`src/rtl/mdu_stall_ctrl.sv`:
```
// Multiply/divide busy sequencer and F/D freeze / E bubble stall generator.
// Optional stall statistics counters: define MDU_STALL_STATS_EN.
module mdu_stall_ctrl #(
    parameter int MULT_CYCLES = 5,
    parameter int DIV_CYCLES  = 10,
    parameter int CNT_W       = 4
) (
    input  logic        clk,
    input  logic        reset,
    input  logic        Req,
    input  logic        E_start,
    input  logic        E_is_div,
    input  logic        D_md_use,
    input  logic        hazard_stall_in,
`ifdef MDU_STALL_STATS_EN
    output logic [31:0] stall_cycles,
    output logic [31:0] md_stall_cycles,
`endif
    output logic        busy,
    output logic        stall,
    output logic        md_done,
    output logic        md_start_eff
);

    localparam logic [1:0] IDLE = 2'd0;
    localparam logic [1:0] MULT = 2'd1;
    localparam logic [1:0] DIV  = 2'd2;

    localparam logic [CNT_W-1:0] MULT_LOAD = CNT_W'(MULT_CYCLES);
    localparam logic [CNT_W-1:0] DIV_LOAD  = CNT_W'(DIV_CYCLES);
    localparam logic [CNT_W-1:0] CNT_ONE   = CNT_W'(1);

    logic [1:0]       state_q;
    logic [1:0]       state_d;
    logic [CNT_W-1:0] cnt_q;
    logic [CNT_W-1:0] cnt_d;
    logic             is_idle;
    logic             last_cnt;
    logic             md_term;

    assign is_idle      = (state_q == IDLE);
    assign last_cnt     = (cnt_q == CNT_ONE);
    assign busy         = ~is_idle;
    assign md_done      = busy & last_cnt;
    assign md_start_eff = E_start & ~Req & is_idle;

    // The mult/div sitting in E already blocks a HI/LO user in D.
    assign md_term = D_md_use & (md_start_eff | busy);
    assign stall   = ~Req & (hazard_stall_in | md_term);

    always_comb begin
        state_d = state_q;
        cnt_d   = cnt_q;
        unique case (state_q)
            IDLE: begin
                if (md_start_eff) begin
                    state_d = E_is_div ? DIV : MULT;
                    cnt_d   = E_is_div ? DIV_LOAD : MULT_LOAD;
                end
            end
            MULT, DIV: begin
                if (last_cnt) begin
                    state_d = IDLE;
                    cnt_d   = '0;
                end else begin
                    cnt_d = cnt_q - CNT_ONE;
                end
            end
            default: begin
                state_d = IDLE;
                cnt_d   = '0;
            end
        endcase
    end

    always_ff @(posedge clk) begin
        if (reset) begin
            state_q <= IDLE;
            cnt_q   <= '0;
        end else begin
            state_q <= state_d;
            cnt_q   <= cnt_d;
        end
    end

`ifdef MDU_STALL_STATS_EN
    logic [31:0] stall_cycles_q;
    logic [31:0] stall_cycles_d;
    logic [31:0] md_stall_cycles_q;
    logic [31:0] md_stall_cycles_d;
    logic        md_only;

    // Cycles where only the MDU interlock holds the pipe.
    assign md_only = stall & ~hazard_stall_in;

    always_comb begin
        stall_cycles_d    = stall_cycles_q;
        md_stall_cycles_d = md_stall_cycles_q;
        if (stall && (stall_cycles_q != 32'hFFFF_FFFF)) begin
            stall_cycles_d = stall_cycles_q + 32'd1;
        end
        if (md_only && (md_stall_cycles_q != 32'hFFFF_FFFF)) begin
            md_stall_cycles_d = md_stall_cycles_q + 32'd1;
        end
    end

    always_ff @(posedge clk) begin
        if (reset) begin
            stall_cycles_q    <= '0;
            md_stall_cycles_q <= '0;
        end else begin
            stall_cycles_q    <= stall_cycles_d;
            md_stall_cycles_q <= md_stall_cycles_d;
        end
    end

    assign stall_cycles    = stall_cycles_q;
    assign md_stall_cycles = md_stall_cycles_q;
`endif

endmodule
```
`config.mk`:
```
export PLATFORM = sky130hd
export DESIGN_NAME = mdu_stall_ctrl
export DESIGN_NICKNAME = d
export VERILOG_FILES = /design/src/rtl/mdu_stall_ctrl.sv
export SDC_FILE = /design/constraint.sdc
export NUM_CORES = 1
export LEC_CHECK = 0
export ABC_AREA = 1
export BUFFER_PORTS_ARGS = -buffer_cell sky130_fd_sc_hd__buf_2
export CORE_AREA = 4 4 41 43
export DETAILED_ROUTE_END_ITERATION = 8
export DIE_AREA = 0 0 45 47
export PLACE_DENSITY_LB_ADDON = 0.3
export SYNTH_ARGS = -nofsm -noshare
export SYNTH_HDL_FRONTEND = slang
export SYNTH_SLANG_ARGS = --single-unit
```
`constraint.sdc`:
```
create_clock -name clk -period 1.6 [get_ports clk]
set_input_delay 0.4 -clock clk [delete_from_list [all_inputs] [get_ports clk]]
set_output_delay 0.4 -clock clk [all_outputs]
set_load 0.01 [all_outputs]
```
==> metrics <==
Synth async-reset ratio 0; clock network power share 0.119; CTS sink count 6; CORE AREA roughly 1300 um2; WP data arrival ~1.2 ns; NumNets Final between 90 and 100; top post-synthesis cells by area dfxtp_1 (28%), nand2_1 (12%), ha_1 (12%), a21oi_1 (8.3%), nand2_2 (5.9%); CTS H-tree depth 1; global route overflow 0; sw frac 0.447; Power Total between 0.001 and 0.0015 W; critical path class reg -> out; Hold Fails Final Rpt 0; Total Die Area approximately 2100 um2; n_diodes 0; Total Negative Setup Slacks 0 ns; cells after synthesis just over 60; clock root buffer clkbuf_4; Setup violations, final 0; first-pass GRT wire length around 1.5 mm; CP startpoint kind flip-flop; Post-synth EDFFs 0; Worst setup EP type output pin; Syn. warnings 0; CTS Buf Count 3; Seq pwr share 0.248; peak supply drop 0.767 mV; CP Max Fanout 4; Critical-path top delay cell dfxtp_2; period utilisation layout 0.973; die height 47 um; Routed Antenna Nets 0; Critical Path Max Stage Delay ~0.32 ns; Post-Syn Nets 73; CTS Buffer Depth 2; Avg WL per Cell around 10 um; Finished Layout Cells 93; status finished, final reports clean; critical path buffer and inverter count 2; worst slack, placed around 0.13 ns; hold_ws ~0.41 ns; Int Pwr approximately 0.00062 W; top cell type by total area after synthesis dfxtp_1; IO Count 11; leak pwr 0.272 nW; clock-pin slew on the worst setup and hold paths roughly 0.04 ns; hpwl dp roughly 700 um; Area Growth Syn to Fin 32.6%; vias in the first global route between 300 and 400; I/O Buffers 10; P per Cell Area around 2000 nW/um2; clk_skew ~0.0019 ns; min Tclk post-route roughly 1.6 ns; Cell Area, Synth 422 um2; via count between 400 and 500; final wirelength approximately 930 um; Logic pwr share 0.633; Most used DFF post-synth dfxtp_1; worst path cell trace inv_2, ha_4, nand2_4, a21oi_2, nor2_1, buf_2; sequential area share after synthesis 0.285; placed insts 87; Crit path max-delay family flip-flops; gr usage total 0.100; dominant cell by count in the synthesized netlist nand2_1; Slew Limit Fails 0; Die Span X about 45 um; Starting Density 0.324; HP Class in -> reg; initial antenna violation count 0; Worst-Margin Slew between 0.15 and 0.2 ns; Avg Cell Area, Syn a little under 7 um2; DRC Markers 0; largest net degree at the start of global routing 7; Fmax 642 MHz; switching power 0.000500 W; Via density 4.44; synth cell count leaders nand2_1 (14), a21oi_1 (7), dfxtp_1 (6), inv_1 (6), nor2_1 (6); drt first pass iters 2; clk_lat worst skew about 0.24 ns; post-route setup slack about 0.043 ns; count of cell types in the netlist 18; CTS tree built; fillcell total around 140; share of layout cells above drive strength 1 0.436; DR iter-0 viols 1; Synth Register Bits 6; max_slew headroom 0.899; GP Congestion between 0.7 and 0.8; post-cts hold buffer count 0; maximum capacitance violations 0; WP data required 1.20 ns; Rows 13; top cell type's share of synthesized area 0.285
worst register-to-register path: stages, from the launching register on:
cell and delay [ns]:
dfxtp_1 0.39, inv_1 0.10, ha_1 0.21, xnor2_1 0.13
o21ai_1 0.13, nand2_1 0.07, a21oi_1 0.11
sequential cells by signal (all words and copies together), names as in the netlist:
name     cells
cnt_q        4
state_q      2
cell usage in the layout, fill, tap and decap left out:
cell | Yosys | routed
nor2_1 | 6 | 6
xnor2_1 | 1 | 1
ha_4 | 0 | 1
inv_2 | 4 | 6
buf_2 | 0 | 10
clkinv_1 | 1 | 1
nor2_2 | 1 | 1
ha_1 | 4 | 3
nand2_1 | 14 | 14
o21ai_1 | 2 | 2
a211oi_2 | 1 | 1
dfxtp_1 | 6 | 4
a21oi_2 | 0 | 1
dfxtp_2 | 0 | 2
inv_1 | 6 | 4
nand2_4 | 1 | 2
buf_4 | 0 | 3
a21oi_1 | 7 | 6
nand2_2 | 4 | 3
nor3_1 | 1 | 1
nor2_4 | 1 | 1
o21ai_0 | 1 | 1
clkbuf_4 | 0 | 3
nand3_1 | 1 | 1
layout make-up:
cell class	count	area (um2)	area share
clock buffer	3	22.5	0.0403
inverter	11	41.3	0.0738
multi-input combinational	45	282	0.503
sequential	6	123	0.219
tap	15	18.8	0.0336
timing repair buffer	13	72.6	0.130
power groups by stage:
stage	Combinational [W]	Sequential (W)	Clock [W]
floorplan	0.000505	0.000259	0
global placement	0.000613	0.000272	0
detailed placement	0.000613	0.000272	0
CTS	0.000684	0.000275	0.000144
global route	0.000797	0.000287	0.000152
finish	0.000709	0.000278	0.000134
what timing repair did:
| item | 4_1_cts | 5_1_grt |
|---|---|---|
| pin swaps | 1 | 3 |
| endpoints found under the setup margin | 2 | 2 |
| buffers inserted | 1 | 2 |
| gates resized for setup | 6 | 2 |
stage by stage:
step | area, um2 | utilization
floorplan | 422 | -
global placement | 490 | 0.377
detailed placement | 490 | 0.377
CTS | 539 | 0.414
global route | 559 | 0.430
finish | 559 | 0.430
kinds of logic (layout without fill, tap and decap cells):
kind of cell,Yosys count,count (layout),synth area share
xor+xnor,1,1,0.0208
flops,6,6,0.285
simple gates,29,29,0.329
compound gates,11,11,0.148
buf+inv,11,27,0.0979
fa+ha+maj,4,4,0.119
routing by layer:
| layer | routed length, um | GRT usage | vias up |
|---|---|---|---|
| li1 | - | - | 225 |
| met3 | 13 | 0.0230 | 0 |
| met4 | 0 | 0.0877 | 0 |
| met5 | 0 | 0 | - |
| met1 | 439 | 0.107 | 185 |
| met2 | 478 | 0.167 | 3 |
final timing paths:
check / cells past startpoint / slack, ns / start / endpoint
worst max-delay path: 6 / 0.04 / state_q[0]$_SDFFE_PP0P_ / stall
worst min-delay path: 2 / 0.41 / reset / cnt_q[2]$_SDFFE_PP0P_
worst max register to register: 6 / 0.40 / cnt_q[0]$_SDFFE_PP0P_ / cnt_q[2]$_SDFFE_PP0P_
worst min register to register: 2 / 0.49 / cnt_q[1]$_SDFFE_PP0P_ / cnt_q[1]$_SDFFE_PP0P_
Note: power is estimated with default switching activity, not from simulation.
